==> config.mk <==
export PLATFORM = sky130hd
export DESIGN_NAME = hilo_writeback
export DESIGN_NICKNAME = d
export VERILOG_FILES = /design/src/rtl/hilo_pkg.sv /design/src/rtl/hilo_writeback_stage_latch.sv /design/src/rtl/hilo_writeback.sv
export SDC_FILE = /design/constraint.sdc
export NUM_CORES = 1
export LEC_CHECK = 0
export CAP_MARGIN = 20
export CORE_UTILIZATION = 39
export DETAILED_ROUTE_END_ITERATION = 7
export GPL_ROUTABILITY_DRIVEN = 0
export PLACE_DENSITY = 0.67
export SYNTH_ARGS = -nofsm -noshare
export SYNTH_HDL_FRONTEND = slang
export SYNTH_HIERARCHICAL = 1
export SYNTH_SLANG_ARGS = --single-unit
==> constraint.sdc <==
create_clock -name clk -period 1.15 [get_ports clk]
set_input_delay 0.23 -clock clk [delete_from_list [all_inputs] [get_ports clk]]
set_output_delay 0.23 -clock clk [all_outputs]
set_load 0.005 [all_outputs]
==> src/rtl/hilo_pkg.sv <==
// Shared types and constants for the HI/LO writeback pipeline.
// Optional feature macro used by this slice: HILO_FWD_EN.
package hilo_pkg;

    localparam int unsigned HILO_DATA_W = 32;

    localparam logic SEL_HI = 1'b0;
    localparam logic SEL_LO = 1'b1;

    typedef struct packed {
        logic                   valid;
        logic                   hi_we;
        logic                   lo_we;
        logic [HILO_DATA_W-1:0] hi;
        logic [HILO_DATA_W-1:0] lo;
    } hilo_stage_t;

endpackage

==> src/rtl/hilo_writeback_stage_latch.sv <==
// One HI/LO pipeline latch (used for MEM and WB): holds on stall, drops the entry on kill.
// Behaviour is the same with or without HILO_FWD_EN.
module hilo_stage_latch
    import hilo_pkg::*;
(
    input  logic        clk,
    input  logic        rst,
    input  logic        stall,
    input  logic        kill,
    input  hilo_stage_t stage_in,
    output hilo_stage_t stage_out
);

    hilo_stage_t stage_d;
    hilo_stage_t stage_q;

    // A dead entry carries no enables, so downstream matching only needs to look at valid.
    always_comb begin
        stage_d = stage_q;
        if (!stall) begin
            stage_d = stage_in;
            if (kill || !stage_in.valid) begin
                stage_d.valid = 1'b0;
                stage_d.hi_we = 1'b0;
                stage_d.lo_we = 1'b0;
            end
        end
    end

    always_ff @(posedge clk) begin
        if (rst) begin
            stage_q <= '0;
        end else begin
            stage_q <= stage_d;
        end
    end

    assign stage_out = stage_q;

endmodule

==> src/rtl/hilo_writeback.sv <==
// HI/LO registers: EX -> MEM -> WB pipeline, architectural commit at WB, MFHI/MFLO read path.
// Define HILO_FWD_EN to forward in-flight writes; otherwise pending writes raise rd_hazard.
module hilo_writeback
    import hilo_pkg::*;
#(
    parameter int unsigned DATA_W = HILO_DATA_W
)(
    input  logic              clk,
    input  logic              rst,
    input  logic              stall,
    input  logic              flush,
    input  logic              ex_valid,
    input  logic              ex_hi_we,
    input  logic              ex_lo_we,
    input  logic [DATA_W-1:0] ex_hi_in,
    input  logic [DATA_W-1:0] ex_lo_in,
    input  logic              rd_req,
    input  logic              rd_sel,
    output logic [DATA_W-1:0] rd_data,
    output logic              rd_hazard,
    output logic [DATA_W-1:0] hi_out,
    output logic [DATA_W-1:0] lo_out
);

    hilo_stage_t ex_stage;
    hilo_stage_t mem_stage;
    hilo_stage_t wb_stage;

    logic              ex_live;
    logic [DATA_W-1:0] hi_d, hi_q;
    logic [DATA_W-1:0] lo_d, lo_q;
    logic [DATA_W-1:0] arch_val;
    logic              ex_match, mem_match, wb_match;

    assign ex_live = ex_valid & ~flush & (ex_hi_we | ex_lo_we);

    // flush is applied as the MEM latch kill, so ex_stage.valid omits it.
    always_comb begin
        ex_stage       = '0;
        ex_stage.valid = ex_valid & (ex_hi_we | ex_lo_we);
        ex_stage.hi_we = ex_hi_we;
        ex_stage.lo_we = ex_lo_we;
        ex_stage.hi    = ex_hi_in;
        ex_stage.lo    = ex_lo_in;
    end

    hilo_stage_latch u_mem (
        .clk       (clk),
        .rst       (rst),
        .stall     (stall),
        .kill      (flush),
        .stage_in  (ex_stage),
        .stage_out (mem_stage)
    );

    hilo_stage_latch u_wb (
        .clk       (clk),
        .rst       (rst),
        .stall     (stall),
        .kill      (1'b0),
        .stage_in  (mem_stage),
        .stage_out (wb_stage)
    );

    always_comb begin
        hi_d = hi_q;
        lo_d = lo_q;
        if (!stall && wb_stage.valid) begin
            if (wb_stage.hi_we) hi_d = wb_stage.hi;
            if (wb_stage.lo_we) lo_d = wb_stage.lo;
        end
    end

    always_ff @(posedge clk) begin
        if (rst) begin
            hi_q <= '0;
            lo_q <= '0;
        end else begin
            hi_q <= hi_d;
            lo_q <= lo_d;
        end
    end

    assign hi_out = hi_q;
    assign lo_out = lo_q;

    always_comb begin
        arch_val  = (rd_sel == SEL_LO) ? lo_q : hi_q;
        ex_match  = ex_live & ((rd_sel == SEL_LO) ? ex_lo_we : ex_hi_we);
        mem_match = mem_stage.valid & ((rd_sel == SEL_LO) ? mem_stage.lo_we : mem_stage.hi_we);
        wb_match  = wb_stage.valid & ((rd_sel == SEL_LO) ? wb_stage.lo_we : wb_stage.hi_we);
    end

`ifdef HILO_FWD_EN
    // Youngest in-flight write wins: EX, then MEM, then WB.
    always_comb begin
        rd_data = arch_val;
        if (rd_req) begin
            if (ex_match) begin
                rd_data = (rd_sel == SEL_LO) ? ex_lo_in : ex_hi_in;
            end else if (mem_match) begin
                rd_data = (rd_sel == SEL_LO) ? mem_stage.lo : mem_stage.hi;
            end else if (wb_match) begin
                rd_data = (rd_sel == SEL_LO) ? wb_stage.lo : wb_stage.hi;
            end
        end
    end

    assign rd_hazard = 1'b0;
`else
    assign rd_data   = arch_val;
    assign rd_hazard = rd_req & (ex_match | mem_match | wb_match);
`endif

endmodule
# After elaboration in Yosys (flattened, before gate mapping)

Index checks and enable logic that the tools add are counted.

Flip-flop bits (word level): 198
Word-level logic and storage cells: 35

Mux-type cells: 6
Bitwise gates (word level): 11
Reductions and logical operators: 6

Operators by type and width:

| operator            | count |
|---|---|
| 32-bit 2-to-1 mux   | 1 |
| 1-bit AND           | 7 |
| 3-bit 2-to-1 mux    | 2 |
| 2-bit AND reduction | 2 |
| 1-bit 2-to-1 mux    | 3 |
| 1-bit bitwise OR    | 3 |
| 1-bit zero test     | 2 |
| 1-bit logical AND   | 1 |
| 1-bit logical OR    | 1 |
| 1-bit inverter      | 1 |

# Longest topological paths before layout

Gate-level depths: netlist of run 1.

Depth after elaboration: 7
Depth in mapped cells: 5
Gate-level depth less buffers: 3

# Cells and area by module

The synthesis of run 1 kept the hierarchy.

By module, submodules not included:

| module           | instances | cells an instance | area an instance (um^2) | sequential area each (um^2) |
|---|---|---|---|---|
| hilo_stage_latch | 2         | 219               | 2422.3                  | 1341.3 |
| hilo_writeback   | 1         | 325               | 2952.8                  | 1281.2 |

# Worst setup path after synthesis of run 1

Ideal clock, no wire load.

Kind: input to output
From: in rd_sel
To: out rd_data[10]
Arrival time: 959 ps
Data required time: 920 ps
Path slack: -39 ps
Stages on the path: 3
Cell sequence: buf_2 -> buf_2 -> mux2_2

Cells in the longest elaborated chain, start to end: 1

Ends and longest elaborated chain:

| what              | line                 | RTL |
|---|---|---|
| from (decl)       | hilo_writeback.sv:18 | `input logic rd_sel,` |
| 32-bit 2-to-1 mux | hilo_writeback.sv:88 | `arch_val = (rd_sel == SEL_LO) ? lo_q : hi_q;` |
| to (decl)         | hilo_writeback.sv:19 | `output logic [DATA_W-1:0] rd_data,` |

Every way passes these cells.

# Final worst setup path of run 1

From: reg u_wb.stage_q, in the netlist u_wb/stage_out[66]
To: out rd_hazard

Cells in the longest elaborated chain, start to end: 3

Ends and longest elaborated chain:

| what                   | line                             | RTL |
|---|---|---|
| from (decl)            | hilo_writeback_stage_latch.sv:15 | `hilo_stage_t stage_q;` |
| from (signal assigned) | hilo_writeback_stage_latch.sv:34 | `stage_q <= stage_d;` |
| 1-bit AND              | hilo_writeback.sv:91             | `wb_match = wb_stage.valid & ((rd_sel == SEL_LO) ? wb_stage.lo_we : wb_stage.hi_we);` |
| 1-bit bitwise OR       | hilo_writeback.sv:112            | `assign rd_hazard = rd_req & (ex_match \| mem_match \| wb_match);` |
| 1-bit AND              | hilo_writeback.sv:112            |  |
| to (decl)              | hilo_writeback.sv:20             | `output logic rd_hazard,` |

Every way passes these cells.

==> impl_results.md, run 1 <==
* Fmax at a little over 600 MHz
* Endpoints failing setup at ~160
* CTS tree: done
* Clk pin slew, worst setup/hold paths at approximately 70 ps
* Post-synth EDFFs at 0
* Total global routing overflow at 0
* Sequential cell area fraction in the yosys report at 0.508
* Drt drc at 0
* Psw at approximately 3.4 mW
* Cell variety after synth at 22
* LEAKAGE at ~6 nW
* Die area at approximately 21000 sq um
* I/O pins at 170
* Post-route ant nets at 0
* Root Driver: clkbuf_16
* Worst Path Arrival at around 1400 ps
* Die height at ~140 um
* Crit path from: u_wb/stage_out[66]
* Vias per inst at 4.75
* Cell Area, Placed at ~10000 sq um
* Most common cell after layout, fill and taps aside: buf_6
* Period minus WS final at approximately 1600 ps
* CP peak stage delay at ~360 ps
* Number of synthesized register bits at around 200
* Worst IR drop on VDD at between 1000 and 1500 uV
* Top FF cell, synth: dfxtp_1
* Final wirelength at between 20000 and 25000 um
* Commonest cells after routing, fill and taps aside: buf_6, mux2i_1, dfxtp_1
* Die W at approximately 140 um
* Hold Vio Cnt, Final at 0
* PortBufs at around 170
* Critical-path cell list: a221oi_2 -> a21oi_1 -> o21a_1 -> buf_2
* Non-filler instance count after layout at 1327
* Clk sinks at roughly 200
* Hold/Removal Path Class: in -> reg
* CP top delay family: compound AO/OA/AOI/OAI gates
* R2R depth at 6
* GRT Total Usage at 0.210
* Post-layout nets at 1122
* Ratio of cells with drive above 1 in the final layout at 0.504
* Crit Path Class: reg -> out
* Cells after synthesis at 763
* # rows at 51
* Combinational power share at 0.079
* Final WS setup at -470 ps
* Initial antenna violation count at 1
* Worst r2r src: u_wb/stage_out[66]
* Fillers at between 1500 and 2000
* Syn_area_per_cell at 10.2 sq um
* Crit Reg-Reg Endpoint: hi_out[4]
* CP Capture Type: output port
* Max-Cap Viols at 0
* PwrDens at roughly 1100 nW/um^2
* Initial Utilization at 0.399
* Max Transition Viols Final at 0
* H-tree depth at 4
* Area growth syn-to-layout at 59.8%
* Num CTS Buffers at 17
* Routed WL per cell at 17.0 um
* Clock power share at 0.410
* DR vias at 6301
* Status: finished with violations
* Crit path required time at just over 900 ps
* Buf/Inv on CP at 1
* CP max stage cell: dfxtp_4
* Reg2reg setup slack at -190 ps
* Post-Syn Area at around 7800 sq um
* Vias in the first global route at 6070
* CP Max Fanout at 3
* DRT iter0 DRCs at 202
* CP Depth at 4
* Setup_tns at -19060 ps
* Failing checks: setup timing
* Design Area, Final at between 10000 and 15000 sq um
* Dpl hpwl at about 14000 um
* First-pass GRT wire length at between 30000 and 40000 um
* Asr flop ratio synth at 0
* Skew final at between 9 and 10 ps
* Worst Setup EP: rd_hazard
* Seq pwr share at 0.512
* Core area at between 15000 and 20000 sq um
* DRT Pass-1 Iters at 4
* Internal power at about 11 mW
* RSZ-0062 raised after global routing: true
* Startpoint class of the critical path: flip-flop
* Largest net degree at the start of global routing at 46
* Switching Share at 0.243
* Fin crit share at 1.41
* Post-CTS Hold Fix Bufs at 0
* Clock Latency Late Sink at 430 ps
* Maximum clock path buffer count at 2
* # diodes at 0
* Yosys warns at 6
* Cells after DPL at about 1200
-- logic make-up after synthesis --
kind of cell           share of synthesized area
AND/OR/NAND/NOR                            0.142
flip-flops                                 0.508
multiplexers                               0.212
AO/OA/AOI/OAI                             0.0780
buffers and inverters                     0.0589
other                                   0.000481
-- cell type report --
type | instances | area (sq um) | area share
flip-flops and latches | 198 | 4080 | 0.327
clock inverters | 13 | 116 | 0.00934
multi-input cells | 512 | 3940 | 0.316
well taps | 265 | 332 | 0.0266
clock buffers | 19 | 453 | 0.0364
repair buffers | 320 | 3540 | 0.284
-- Yosys cell counts, drive strengths merged (2+ instances only) --
master / instances / area (sq um)
nand2: 134 / 528
o21a: 2 / 15.0
nand3b: 2 / 15.0
dfxtp: 198 / 3960
nor2: 128 / 480
mux2i: 129 / 1290
and3b: 2 / 17.5
a21oi: 71 / 577
clkbuf: 12 / 45.0
nand4bb: 4 / 45.0
or3b: 2 / 17.5
mux2: 32 / 360
buf: 43 / 414
-- flip-flops by register name, indices dropped and copies added, names as in the netlist --
| name | cells |
|---|---|
| hi_out | 32 |
| u_wb/stage_out | 67 |
| u_mem/stage_out | 67 |
| lo_out | 32 |
-- metal layers --
layer / vias up / global-route usage / wire length [um]
li1: 3100 / - / -
met1: 2999 / 0.243 / 9390
met2: 174 / 0.370 / 11200
met3: 26 / 0.0680 / 1520
met4: 2 / 0.0538 / 373
met5: - / 0 / 11
-- metrics by stage --
step                      setup WS, ps  hold WS [ps]  utilization  total power, mW
after CTS                         -490          69.0        0.601             14.1
after floorplan                  -38.8           374            -             7.97
final                             -470          87.8        0.638             14.0
after global placement            -691           444        0.526             8.40
after detailed placement          -667           450        0.526             8.42
after global routing              -530          87.3        0.638             14.5
-- power by group through the flow --
| stage | clock, mW | combinational (mW) | sequential, mW |
|---|---|---|---|
| 5_1_grt | 6.14 | 1.19 | 7.20 |
| 4_1_cts | 5.85 | 1.10 | 7.16 |
| 3_3_place_gp | 0 | 1.07 | 7.33 |
| 6_report | 5.74 | 1.10 | 7.18 |
| 3_5_place_dp | 0 | 1.09 | 7.33 |
| 2_1_floorplan | 0 | 0.667 | 7.30 |
-- how the worst min path moves through the flow --
stage                             startpoint                 end  slack (ps)  cells past startpoint
after floorplan                  ex_lo_in[0]  u_mem/stage_out[0]         370                      2
after global placement    u_wb/stage_out[17]          lo_out[17]         440                      2
after detailed placement  u_wb/stage_out[15]          lo_out[15]         450                      2
after CTS                                rst          lo_out[15]          70                      2
after global routing                     rst           lo_out[0]          90                      2
final                                    rst          lo_out[15]          90                      2
-- timing repair --
item	in CTS	in global routing
gates cloned	6	4
buffers inserted	30	45
hold endpoints to repair	0	0
pin swaps	3	83
resized for setup	632	193
endpoints found under the setup margin	161	162
(Power assumes the default switching activity.)
==> run 2, diff against run 1 <==
- CELL_PAD_IN_SITES_DETAIL_PLACEMENT: default -> 1
- CELL_PAD_IN_SITES_GLOBAL_PLACEMENT: default -> 1
- CORE_UTILIZATION: 39 -> 35
- PLACE_DENSITY: 0.67 -> default
- PLACE_DENSITY_LB_ADDON: default -> 0.1
- SLEW_MARGIN: default -> 25
- clock period: 1.15 -> 1.43 ns (I/O delays scaled with it)
==> impl_results.md, run 2 (synthesized netlist as in run 1, its figures left out) <==
* Final WS setup at -301 ps
* Commonest cells after routing, fill and taps aside: dfxtp_1, mux2i_1, nor2_1
* Die area at about 23000 sq um
* Max-Cap Viols at 0
* RSZ-0062 raised after global routing: true
* Status: finished with violations
* GRT Total Usage at 0.196
* Clk pin slew, worst setup/hold paths at about 70 ps
* PwrDens at 1050 nW/um^2
* Endpoints failing setup at 28
* Dpl hpwl at ~15000 um
* Crit path required time at between 1000 and 1500 ps
* Initial Utilization at 0.357
* Worst IR drop on VDD at ~740 uV
* # diodes at 0
* DR vias at 6002
* I/O pins at 170
* Max Transition Viols Final at 0
* Post-layout nets at 1049
* Ratio of cells with drive above 1 in the final layout at 0.327
* Final Core Density at 0.497
* Hold/Removal Path Class: in -> reg
* Hold Vio Cnt, Final at 0
* Die height at 151 um
* CTS tree: done
* Routed WL per cell at 17.4 um
* CP Max Fanout at 3
* LEAKAGE at 4.72 nW
* Root Driver: clkbuf_16
* Largest net degree at the start of global routing at around 50
* Crit Path Class: reg -> out
* DRT iter0 DRCs at about 190
* Fin crit share at 1.21
* Drt drc at 0
* Fmax at 578 MHz
* Vias in the first global route at about 6500
* H-tree depth at 4
* Final Power at roughly 11 mW
* Post-place setup slack at -546 ps
* Maximum clock path buffer count at 2
* Core area at roughly 22000 sq um
* Worst r2r src: u_wb/stage_out[66]
* Worst Path Arrival at between 1000 and 1500 ps
* Num CTS Buffers at 17
* Clk sinks at roughly 200
* Crit path from: u_mem/stage_out[66]
* Vias per inst at between 4 and 5
* Area growth syn-to-layout at 39.1%
* Post-route ant nets at 0
* First-pass GRT wire length at 33800 um
* Hold path startpoint: stall
* Total global routing overflow at 0
* DRT Pass-1 Iters at 4
* PortBufs at roughly 170
* Clock Latency Late Sink at approximately 430 ps
* Final wirelength at roughly 22000 um
* Startpoint class of the critical path: flip-flop
* Initial antenna violation count at 1
* Most common cell after layout, fill and taps aside: dfxtp_1
* Post-CTS Hold Fix Bufs at 0
* Skew final at 10.8 ps
* Die W at 151 um
* Period minus WS final at about 1700 ps
* Failing checks: setup timing
* CP Capture Type: output port
* # rows at between 50 and 60
-- run 2: worst paths after layout --
kind | end | slack, ps | cells past startpoint
worst max register to register | hi_out[27] | 140 | 5
worst min register to register | lo_out[12] | 450 | 2
worst min-delay path | u_wb/stage_out[65] | 180 | 3
worst max-delay path | rd_hazard | -300 | 4
-- run 2: per-stage QoR --
stage               TNS, ps  cells  cell area (sq um)  hold slack, ps
floorplan                 0    765               7800             430
global placement     -10460   1217               9960             449
detailed placement   -11040   1217               9960             449
CTS                   -2990   1266              10700             139
global route          -2350   1268              10800             164
finish                -1210   1268              10800             175
-- run 2: cell type report --
cell class              instances  area (sq um)
clock buffers                  19           443
clock inverters                12           136
fillers                      2422         11000
multi-input cells             512          3480
flip-flops and latches        198          4070
well taps                     280           350
repair buffers                247          2370
-- run 2: power by group --
part | internal, mW | switching [mW]
clock network | 2.51 | 2.23
registers | 5.66 | 0.0961
logic | 0.493 | 0.406
-- run 2: routing by layer --
metal / wire length (um) / share of wire / track usage / vias up
li1: - / - / - / 2967
met1: 9100 / 0.41 / 0.218 / 2883
met2: 11700 / 0.53 / 0.365 / 131
met3: 936 / 0.042 / 0.0446 / 19
met4: 275 / 0.012 / 0.0600 / 2
met5: 10 / 0.00045 / 0 / -
-- run 2: what timing repair did --
item	4_1_cts	5_1_grt
resized for setup	314	56
setup buffers	18	6
pin swaps	2	0
cloned	1	0
setup endpoints to repair	97	40
-- run 2: worst max-delay path, cell delays in order, from the launching register on --
cell and delay [ps]:
dfxtp_2 340, a221oi_2 310, a21oi_2 70, o21a_1 170
buf_2 120
==> run 3, diff against run 2 <==
- HOLD_SLACK_MARGIN: default -> 0.05
==> results of run 3 <==
The final DEF is identical to that of run 2; final timing and power are the same.
